==> config.mk <==
export PLATFORM = sky130hd
export DESIGN_NAME = multicycle_control
export DESIGN_NICKNAME = d
export VERILOG_FILES = /design/src/rtl/multicycle_control.sv
export SDC_FILE = /design/constraint.sdc
export NUM_CORES = 1
export LEC_CHECK = 0
export CORE_MARGIN = 1.5
export CORE_UTILIZATION = 40
export CTS_CLUSTER_SIZE = 10
export DETAILED_ROUTE_END_ITERATION = 16
export PLACE_DENSITY = 0.71
export SYNTH_ARGS = -nofsm -noshare
export SYNTH_HDL_FRONTEND = slang
export SYNTH_SLANG_ARGS = --single-unit
==> constraint.sdc <==
create_clock -name clk -period 5.8 [get_ports clk]
set_clock_uncertainty 0.2 [all_clocks]
set_input_delay 0.87 -clock clk [delete_from_list [all_inputs] [get_ports clk]]
set_output_delay 0.87 -clock clk [all_outputs]
set_load 0.01 [all_outputs]
==> src/rtl/multicycle_control.sv <==
// Multi-cycle control sequencer: FETCH/DECODE/EXEC/MEM/WB with memory handshake,
// multi-cycle MUL, sticky illegal-opcode halt and a retired-instruction counter.
module multicycle_control #(
  parameter int unsigned OPCODE_W   = 7,
  parameter int unsigned ALUCTL_W   = 4,
  parameter int unsigned MUL_CYCLES = 4,
  parameter int unsigned CNT_W      = 16
) (
  input  logic                clk,
  input  logic                rst_n,
  input  logic [OPCODE_W-1:0] opcode,
  input  logic                mem_ready,
  output logic                imem_req,
  output logic                ir_write,
  output logic                pc_inc,
  output logic [ALUCTL_W-1:0] alu_control,
  output logic                alu_src,
  output logic                mem_read_b,
  output logic                mem_read_w,
  output logic                mem_write_b,
  output logic                mem_write_w,
  output logic                mem_to_reg,
  output logic                reg_write,
  output logic                branch,
  output logic                jump,
  output logic                instr_done,
  output logic                illegal,
  output logic [CNT_W-1:0]    retired
);

  localparam int unsigned MCNT_W = (MUL_CYCLES > 1) ? $clog2(MUL_CYCLES) : 1;

  localparam logic [OPCODE_W-1:0] OP_ADD  = OPCODE_W'(0);
  localparam logic [OPCODE_W-1:0] OP_SUB  = OPCODE_W'(1);
  localparam logic [OPCODE_W-1:0] OP_MUL  = OPCODE_W'(2);
  localparam logic [OPCODE_W-1:0] OP_LDB  = OPCODE_W'(16);
  localparam logic [OPCODE_W-1:0] OP_LDW  = OPCODE_W'(17);
  localparam logic [OPCODE_W-1:0] OP_STB  = OPCODE_W'(18);
  localparam logic [OPCODE_W-1:0] OP_STW  = OPCODE_W'(19);
  localparam logic [OPCODE_W-1:0] OP_BEQ  = OPCODE_W'(48);
  localparam logic [OPCODE_W-1:0] OP_JUMP = OPCODE_W'(49);

  typedef enum logic [2:0] {
    StFetch,
    StDecode,
    StExec,
    StMem,
    StWb,
    StHalt
  } state_e;

  state_e              state_q, state_d;
  logic [OPCODE_W-1:0] op_q;
  logic [MCNT_W-1:0]   mul_cnt_q, mul_cnt_d;
  logic [CNT_W-1:0]    retired_q;
  logic                illegal_q;
  logic                done_q;
  logic                retire;

  function automatic logic is_legal(input logic [OPCODE_W-1:0] op);
    return (op == OP_ADD) || (op == OP_SUB) || (op == OP_MUL) || (op == OP_LDB) ||
           (op == OP_LDW) || (op == OP_STB) || (op == OP_STW) || (op == OP_BEQ) ||
           (op == OP_JUMP);
  endfunction

  function automatic logic is_load(input logic [OPCODE_W-1:0] op);
    return (op == OP_LDB) || (op == OP_LDW);
  endfunction

  function automatic logic is_store(input logic [OPCODE_W-1:0] op);
    return (op == OP_STB) || (op == OP_STW);
  endfunction

  always_comb begin
    state_d   = state_q;
    mul_cnt_d = mul_cnt_q;
    unique case (state_q)
      StFetch: begin
        if (mem_ready) state_d = StDecode;
      end
      StDecode: begin
        if (!is_legal(opcode)) begin
          state_d = StHalt;
        end else begin
          state_d = StExec;
          if (opcode == OP_MUL) mul_cnt_d = MCNT_W'(MUL_CYCLES - 1);
        end
      end
      StExec: begin
        if (op_q == OP_MUL) begin
          if (mul_cnt_q == '0) state_d = StWb;
          else mul_cnt_d = mul_cnt_q - MCNT_W'(1);
        end else if (is_load(op_q) || is_store(op_q)) begin
          state_d = StMem;
        end else if ((op_q == OP_BEQ) || (op_q == OP_JUMP)) begin
          state_d = StFetch;
        end else begin
          state_d = StWb;
        end
      end
      StMem: begin
        if (mem_ready) state_d = is_load(op_q) ? StWb : StFetch;
      end
      StWb:    state_d = StFetch;
      StHalt:  state_d = StHalt;
      default: state_d = StFetch;
    endcase
  end

  assign retire = (state_d == StFetch) &&
                  ((state_q == StExec) || (state_q == StMem) || (state_q == StWb));

  always_ff @(posedge clk or negedge rst_n) begin
    if (!rst_n) begin
      state_q   <= StFetch;
      op_q      <= '0;
      mul_cnt_q <= '0;
      retired_q <= '0;
      illegal_q <= 1'b0;
      done_q    <= 1'b0;
    end else begin
      state_q   <= state_d;
      mul_cnt_q <= mul_cnt_d;
      done_q    <= retire;
      if (state_q == StDecode) begin
        op_q <= opcode;
        if (!is_legal(opcode)) illegal_q <= 1'b1;
      end
      if (retire) retired_q <= retired_q + CNT_W'(1);
    end
  end

  // Outputs are gated by rst_n so strobes drop without waiting for a clock edge.
  always_comb begin
    imem_req    = 1'b0;
    ir_write    = 1'b0;
    pc_inc      = 1'b0;
    alu_control = '0;
    alu_src     = 1'b0;
    mem_read_b  = 1'b0;
    mem_read_w  = 1'b0;
    mem_write_b = 1'b0;
    mem_write_w = 1'b0;
    mem_to_reg  = 1'b0;
    reg_write   = 1'b0;
    branch      = 1'b0;
    jump        = 1'b0;
    if (rst_n) begin
      unique case (state_q)
        StFetch: begin
          imem_req = 1'b1;
          ir_write = mem_ready;
        end
        StDecode: pc_inc = 1'b1;
        StExec: begin
          case (op_q)
            OP_SUB: alu_control = ALUCTL_W'(1);
            OP_MUL: alu_control = ALUCTL_W'(2);
            OP_LDB, OP_LDW, OP_STB, OP_STW: alu_src = 1'b1;
            OP_BEQ: begin
              alu_control = ALUCTL_W'(1);
              branch      = 1'b1;
            end
            OP_JUMP: jump = 1'b1;
            default: alu_control = '0;
          endcase
        end
        StMem: begin
          alu_src     = 1'b1;
          mem_read_b  = (op_q == OP_LDB);
          mem_read_w  = (op_q == OP_LDW);
          mem_write_b = (op_q == OP_STB);
          mem_write_w = (op_q == OP_STW);
        end
        StWb: begin
          reg_write  = 1'b1;
          mem_to_reg = is_load(op_q);
        end
        default: imem_req = 1'b0;
      endcase
    end
  end

  assign instr_done = done_q;
  assign illegal    = illegal_q;
  assign retired    = retired_q;

endmodule

==> results of run 1 <==
[worst max-delay path: stages]
cell	delay [ps]
clkdlybuf4s50_1	570
buf_4	410
and3_1	230
and2_1	120
clkdlybuf4s50_1	520
[cells in the mapped netlist (all sizes together), types with 2 or more instances]
library cell	instances	area, sq um
a21boi	2	15.0
a21oi	2	10.0
a31oi	3	18.8
and2	2	12.5
and3	6	37.5
buf	7	48.8
dfrtp	30	751
ha	2	25.0
inv	8	30.0
mux2	8	90.1
nand2	15	56.3
nand2b	3	18.8
nand3	7	35.0
nand4	4	25.0
nor2	16	62.6
nor2b	6	37.5
nor3	11	55.1
nor3b	4	40.0
nor4	8	80.1
nor4b	2	32.5
o22ai	2	12.5
xnor2	2	17.5
xor2	13	114
[worst min-delay path by stage]
stage	slack (ps)	to
3_5_place_dp	250	illegal
2_1_floorplan	250	mul_cnt_q[0]
6_report	270	retired[15]
3_3_place_gp	250	illegal
5_1_grt	300	illegal
4_1_cts	270	retired[15]
[registers in the layout, summed over array words and instances (netlist names)]
name and cells:
state_q 3, retired 16, mul_cnt_q 2, illegal 1
op_q 7, instr_done 1
[cell families after synthesis]
kind of cell	Yosys count	synth area share
simple gates	88	0.307
flops	30	0.437
buf+inv	16	0.0481
compound gates	15	0.0619
xor+xnor	15	0.0765
mux	8	0.0524
fa+ha+maj	2	0.0146
other cells	1	0.00218
[layer usage]
layer	vias up	routed length [um]
li1	695	-
met1	688	1750
met4	0	11
met5	-	0
met3	2	111
met2	26	1770
[power groups by stage]
stage / Combinational (mW) / Sequential [mW] / Clock [mW]
5_1_grt: 0.279 / 0.351 / 0.173
6_report: 0.251 / 0.338 / 0.162
3_5_place_dp: 0.253 / 0.341 / 0
4_1_cts: 0.255 / 0.338 / 0.164
2_1_floorplan: 0.212 / 0.306 / 0
3_3_place_gp: 0.252 / 0.341 / 0
[cells in the final DEF, fill, tap and decap left out, drive strengths merged, types with 3 or more instances in the layout]
cell type,instances
a31oi,3
and3,6
clkbuf,6
clkdlybuf4s50,41
dfrtp,30
inv,8
mux2,8
nand2,15
nand2b,3
nand3,7
nand4,4
nor2,16
nor2b,6
nor3,11
nor3b,4
nor4,8
xor2,13
[cell type report]
type                    instances  area (sq um)
fillers                       359          1830
well taps                      50          62.6
clock buffers                   6          82.6
multi-input cells             130           888
flip-flops and latches         30           751
repair buffers                 42           418
inverters                       8          30.0
==> impl_metrics.yaml, run 1 <==
run_status:
  outcome: "finished clean"
timing:
  relSlewSlack: 0.493
  final-hold-violation-count: 0
  fmax_ghz: 0.263
  setup_viol: 0
  hold_ws_ps: 267
  period_needed_ps: 3810
  fin_crit_sh: 0.656
  slew_violations: 0
  worstMarginPinSlew_ps: 757
  rsz0062_at_grt: "false"
  fin_ws_ps: 1990
  tns_ps: 0
power:
  irDropWorstVdd_mv: 0.185
  power_frac_seq: 0.450
  p_sw_frac: 0.372
  finalPower_mw: 0.751
  p_per_area_nw_per_um2: 337
  leakagePower_nw: 0.959
  clkPwrFrac: 0.216
  switching_power_mw: 0.279
  p_int_mw: 0.472
  pwr-share-comb: 0.334
global_routing:
  busiest_layer: "met2"
  grt_pass1_vias: 1291
  gr-usage-met3: 0.0357
  grt_start_max_net_pins: 33
  grt-ovfl-total: 0
  grt_pass1_wl_mm: 6.12
  grt_util_met2: 0.267
  grtUsageMet1: 0.242
  grt_util_all_layers: 0.174
  antenna_found_initial: 0
logic_synthesis:
  synth-main-ff-cell: "dfrtp_1"
  ys_ff_latch: 30
  synthesis.instances: 175
  ys_seq_area_frac: 0.437
  yosys_warnings: 0
  synth_cell_types: 42
  synth_area_sq_um: 1720
  syn_avg_cell_area_sq_um: 9.82
  synth-edff-count: 0
  async_reset_ff_frac: 1.00
routing:
  wire_per_inst_um: 13.7
  drt_first_pass_iters: 4
  drt-total-wl_mm: 3.64
  drt_iter0_drc: 87
  avgViaCountPerCell: 5.30
  final_antenna_net_count: 0
  drc: 0
  vias: 1411
setup_path:
  worstPathRequired_ps: 4730
  critPathCapture: "ir_write"
  worstSetupPathType: "input pin to primary output"
  critical_path.max_fanout: 32
  r2r_slack_ps: 2940
  worstReg2RegEnd: "retired[1]"
  rr_worst_depth: 6
  r2r-start: "state_q[0]"
  crit_arrival_ps: 2740
  critPathLaunch: "rst_n"
  cp-end-kind: "primary output"
  worst_setup_path_start_kind: "input pin"
floorplan:
  dieWidth_um: 68.5
  design.die.area_sq_um: 4700
  core_region_area_sq_um: 4060
  io-pin-count: 44
  start_util: 0.423
  row_count: 23
  die_y_um: 68.5
clock_network:
  post_cts_buffers: 0
  root_buffer: "clkbuf_8"
  cts_max_level: 2
  cts_hold_buf: 0
  cts.repair.resized: 0
  path_clk_slew_ps: 60
  cts_max_path_buffers: 2
  clock_latency_ps: 270
  clock-sinks: 30
  cts_made_buffers: 5
  cts_tree: "yes"
finish:
  area_growth_pct: 29.9
  nets: 229
  insertedDiodeCount: 0
  fin_cells: 266
  final_util: 0.550
  drive_above_1_share: 0.106
  fin_area_sq_um: 2230
place:
  dpl-instance-area_sq_um: 2150
  gp_congestion: 0.765
  dp_cells: 260
  post-place-ws_ps: 1980
  hpwlAfterDp_mm: 2.61
  portBuffers: 41
worst_hold_path:
  hold_class: "flip-flop to flip-flop"
  hp-start: "retired[15]"
  hold_depth: 1
run:
  cap_violations: 0
Note: power is estimated with default switching activity, not from simulation.
==> run 2: changes to the inputs <==
- clock period: 5.8 -> 3.84 ns (I/O delays scaled with it)
==> impl_metrics.yaml, run 2 (synthesis gave the netlist of run 1 again) <==
setup_path:
  critPathTopFamily: "simple AND/OR/NAND/NOR gates"
  worstSetupPathType: "flip-flop to primary output"
  cp.buffers_inverters: 1
  crit_arrival_ps: 2480
  crit_slowest_cell: "clkdlybuf4s50_1"
  max_stage_delay_ps: 560
  worstPathRequired_ps: 3060
  critical_path.max_fanout: 9
  worst_setup_path_start_kind: "flip-flop"
  crit_chain: "or4b_4 > or3_1 > nor3_1 > clkdlybuf4s50_1"
  cp-end-kind: "primary output"
finish:
  mostFrequentLayoutCell: "clkdlybuf4s50_1"
  drive_above_1_share: 0.123
  largest_reg_flops: 16
  multi_input_area_sq_um: 888
  fin_area_sq_um: 2260
  nets: 231
  area_growth_pct: 31.5
  final_util: 0.557
  ff_latch_area_sq_um: 751
  most-common-layout-cells: "clkdlybuf4s50_1 (41), dfrtp_1 (30), nand2_1 (15), nor2_1 (15), xor2_1 (13)"
  insertedDiodeCount: 0
  fillers: 358
power:
  switching_power_mw: 0.442
  pwr-share-comb: 0.331
  clkPwrFrac: 0.228
  p_sw_frac: 0.379
  p_int_mw: 0.724
  leakagePower_nw: 0.973
  p_per_area_nw_per_um2: 516
  power_frac_seq: 0.441
  irDropWorstVdd_mv: 0.321
routing:
  wire_per_inst_um: 13.2
  avgViaCountPerCell: 5.08
  final_antenna_net_count: 0
  vias: 1372
  drc: 0
  drt-total-wl_mm: 3.56
  drt_iter0_drc: 57
  drt_first_pass_iters: 4
floorplan:
  io-pin-count: 44
  design.die.area_sq_um: 4700
  dieWidth_um: 68.5
  die_y_um: 68.5
  row_count: 23
  core_region_area_sq_um: 4060
  start_util: 0.423
timing:
  fmax_ghz: 0.307
  relSlewSlack: 0.555
  period_needed_ps: 3260
  setup_viol: 0
  tns_ps: 0
  worstMarginPinSlew_ps: 665
  final-hold-violation-count: 0
  slew_violations: 0
  fin_ws_ps: 582
  rsz0062_at_grt: "false"
  fin_crit_sh: 0.849
run_status:
  outcome: "finished clean"
place:
  dpl-instance-area_sq_um: 2160
  gp_congestion: 0.850
  post-place-ws_ps: 730
  portBuffers: 41
  hpwlAfterDp_mm: 2.68
run:
  cap_violations: 0
clock_network:
  cts_max_level: 2
  clock-sinks: 30
  cts_made_buffers: 5
  path_clk_slew_ps: 70
  post_cts_buffers: 0
  cts.repair.resized: 0
  root_buffer: "clkbuf_8"
  cts_hold_buf: 0
  cts_tree: "yes"
  clock_latency_ps: 290
  cts_max_path_buffers: 2
global_routing:
  grt_start_max_net_pins: 22
  grt-ovfl-total: 0
  grt_util_all_layers: 0.174
  grt_pass1_vias: 1280
  antenna_found_initial: 0
  grt_pass1_wl_mm: 5.96
worst_hold_path:
  hold_class: "flip-flop to flip-flop"
[run 2: layout make-up]
class,instances,area share
clock inverters,2,0.00554
inverters,8,0.0133
well taps,50,0.0277
flip-flops and latches,30,0.332
clock buffers,6,0.0365
repair buffers,44,0.192
multi-input cells,130,0.393
[run 2: layer usage]
layer | track usage | routed length [um]
met1 | 0.231 | 1720
met2 | 0.257 | 1600
met3 | 0.0617 | 169
met4 | 0.0675 | 65
met5 | 0 | 0
[run 2: worst paths after layout]
path | from | end | slack [ps] | cells past startpoint
min in group asynchronous | rst_n | state_q[1] | 530 | 2
setup reg to reg | op_q[4] | retired[1] | 1020 | 6
max in group asynchronous | rst_n | instr_done | 2640 | 2
hold reg to reg | retired[15] | retired[15] | 280 | 1
hold / removal | retired[15] | retired[15] | 280 | 1
setup / recovery | op_q[4] | mem_read_b | 580 | 4
[run 2: through the flow]
stage	std cells	power [mW]	hold WS, ps
after floorplan	176	0.782	80.4
after global placement	262	0.903	270
after detailed placement	262	0.905	272
after CTS	270	1.17	282
after global routing	270	1.24	294
final	270	1.17	279
[run 2: power by group through the flow]
stage	registers [mW]	clock network [mW]	logic, mW
after floorplan	0.463	0	0.320
after global placement	0.518	0	0.385
after detailed placement	0.517	0	0.388
after CTS	0.512	0.273	0.390
after global routing	0.527	0.291	0.425
final	0.514	0.266	0.386
==> edit: new RTL, flow settings as in run 2 <==
The parameter `CNT_W` goes from 16 to 20.
--- a/src/rtl/multicycle_control.sv
+++ b/src/rtl/multicycle_control.sv
@@ -6,3 +6,3 @@
   parameter int unsigned MUL_CYCLES = 4,
-  parameter int unsigned CNT_W      = 16
+  parameter int unsigned CNT_W      = 20
 ) (
Ports: changed (resized retired); port bits go from 44 to 48. The function was not compared with the original's and may differ.
==> edit against run 2 <==
Combinational power up 4%; clock power up 3%; first-iteration DRC count is 82% higher; setup slack improved by 170 ps; via count up 18%; count of clock-buffer cells in the layout up 1; power increased by 6.9%; wire length grew 22%; sequential cell count rose by 4; synthesized cell count is 10% higher; cell area up 11%; synthesized area increased by 13%; critical path type unchanged.
==> edit: results (changes against run 2) <==
Logic synthesis
  • Post-Synth XOR/XNOR Area: 8.58% (+0.93 points)
  • Mux cell area share after synthesis: 4.06% (-1.2 points)
  • Unique cell type count in the Yosys netlist: 43 (+2.4%)
  • Synth Area in Compound Gates: 6.64% (+0.45 points)
  • Post-synthesis adder-cell area fraction: 1.29% (-0.17 points)
  • Top cells by count, synth: 34 x dfrtp_1, 18 x nor3_1, 18 x xor2_1

Place
  • Placer congestion estimate: 0.876 (+3.1%)
  • IO Port Bufs: 45 (+9.8%)
  • Placed Area: 2420 sq um (+12%)
  • Post-DP HPWL: 3210 microns (+20%)

Finish
  • Sequential cell area share: 33.8% (+0.59 points)
  • NonClk Buf Share: 18.9% (-0.26 points)
  • Bufs w/o clock: 49 (+11%)
  • Clk tree area frac: 3.63% (-0.58 points)
  • Inverter count: 5 (-3)
  • Layout cells sized above 1: 9.50% (-2.8 points)
  • Max reg flops: 20 (+4)
  • Fraction of area in multi-input gates: 40.2% (+0.92 points)

Route
  • Vias/cell: 5.46 (+7.4%)
  • WL met3: 265 microns (+57%)
  • WL met2: 1990 microns (+25%)
  • WL final: 4330 microns (+22%)
  • First DRT Iteration DRCs: 104 (+82%)

Outcome
  • Status: completed

Global routing
  • M3 GR Usage: 4.14% (-2.0 points)
  • Vias in the first global route: 1539 (+20%)
  • Met2 usage: 28.6% (+2.9 points)
  • All-Layer GR Usage: 17.4% (+0.056 points)
  • Largest net degree at the start of global routing: 20 (-9.1%)

Setup path
  • Register-to-register setup slack: 1290 ps (+270 ps)
  • Worst reg2reg startpoint: state_q[0]
  • FF-to-FF End: retired[6]

Floorplanning
  • Core box area: 4690 sq um (+16%)

Hold path
  • HP Class: in2async

Power and ir drop
  • Switching Fraction: 36.8% (-1.1 points)
  • P_leak: 0.00109 uW (+12%)
  • Clock Power: 275 uW (+3%)
  • Combinational group share of total power: 32.2% (-0.9 points)

Timing
  • Hold_ws: 129 ps (-149 ps)
  • Normalized max-slew margin: 58.0% (+2.5 points)

Clock tree
  • TritonCTS Sinks: 34 (+13%)
-- edit: cell types whose count changed after synthesis, sizes merged, moves of 4 or more --
cell | before | now
xor2 | 13 | 18
dfrtp | 30 | 34
nor3 | 11 | 18
and4 | 1 | 5
o21ai | 1 | 6
-- edit: stage by stage --
stage / setup slack [ps] / utilization, % / cells / total power, uW
3_5_place_dp: 1130 / 51.7 / 288 / 977
3_3_place_gp: 1180 / 51.7 / 288 / 961
6_report: 753 / 53.6 / 296 / 1250
5_1_grt: 619 / 53.6 / 296 / 1330
4_1_cts: 797 / 53.6 / 296 / 1260
2_1_floorplan: 1720 / - / 194 / 817
-- edit: how the worst max path moves through the flow --
stage	slack (ps)	startpoint	end	cells after the start
finish	750	state_q[0]	mem_read_b	4
global route	620	state_q[0]	mem_read_b	4
CTS	800	state_q[0]	mem_read_b	4
detailed placement	1130	state_q[0]	mem_read_b	4
global placement	1180	state_q[0]	mem_read_b	4
floorplan	1720	state_q[0]	pc_inc	4
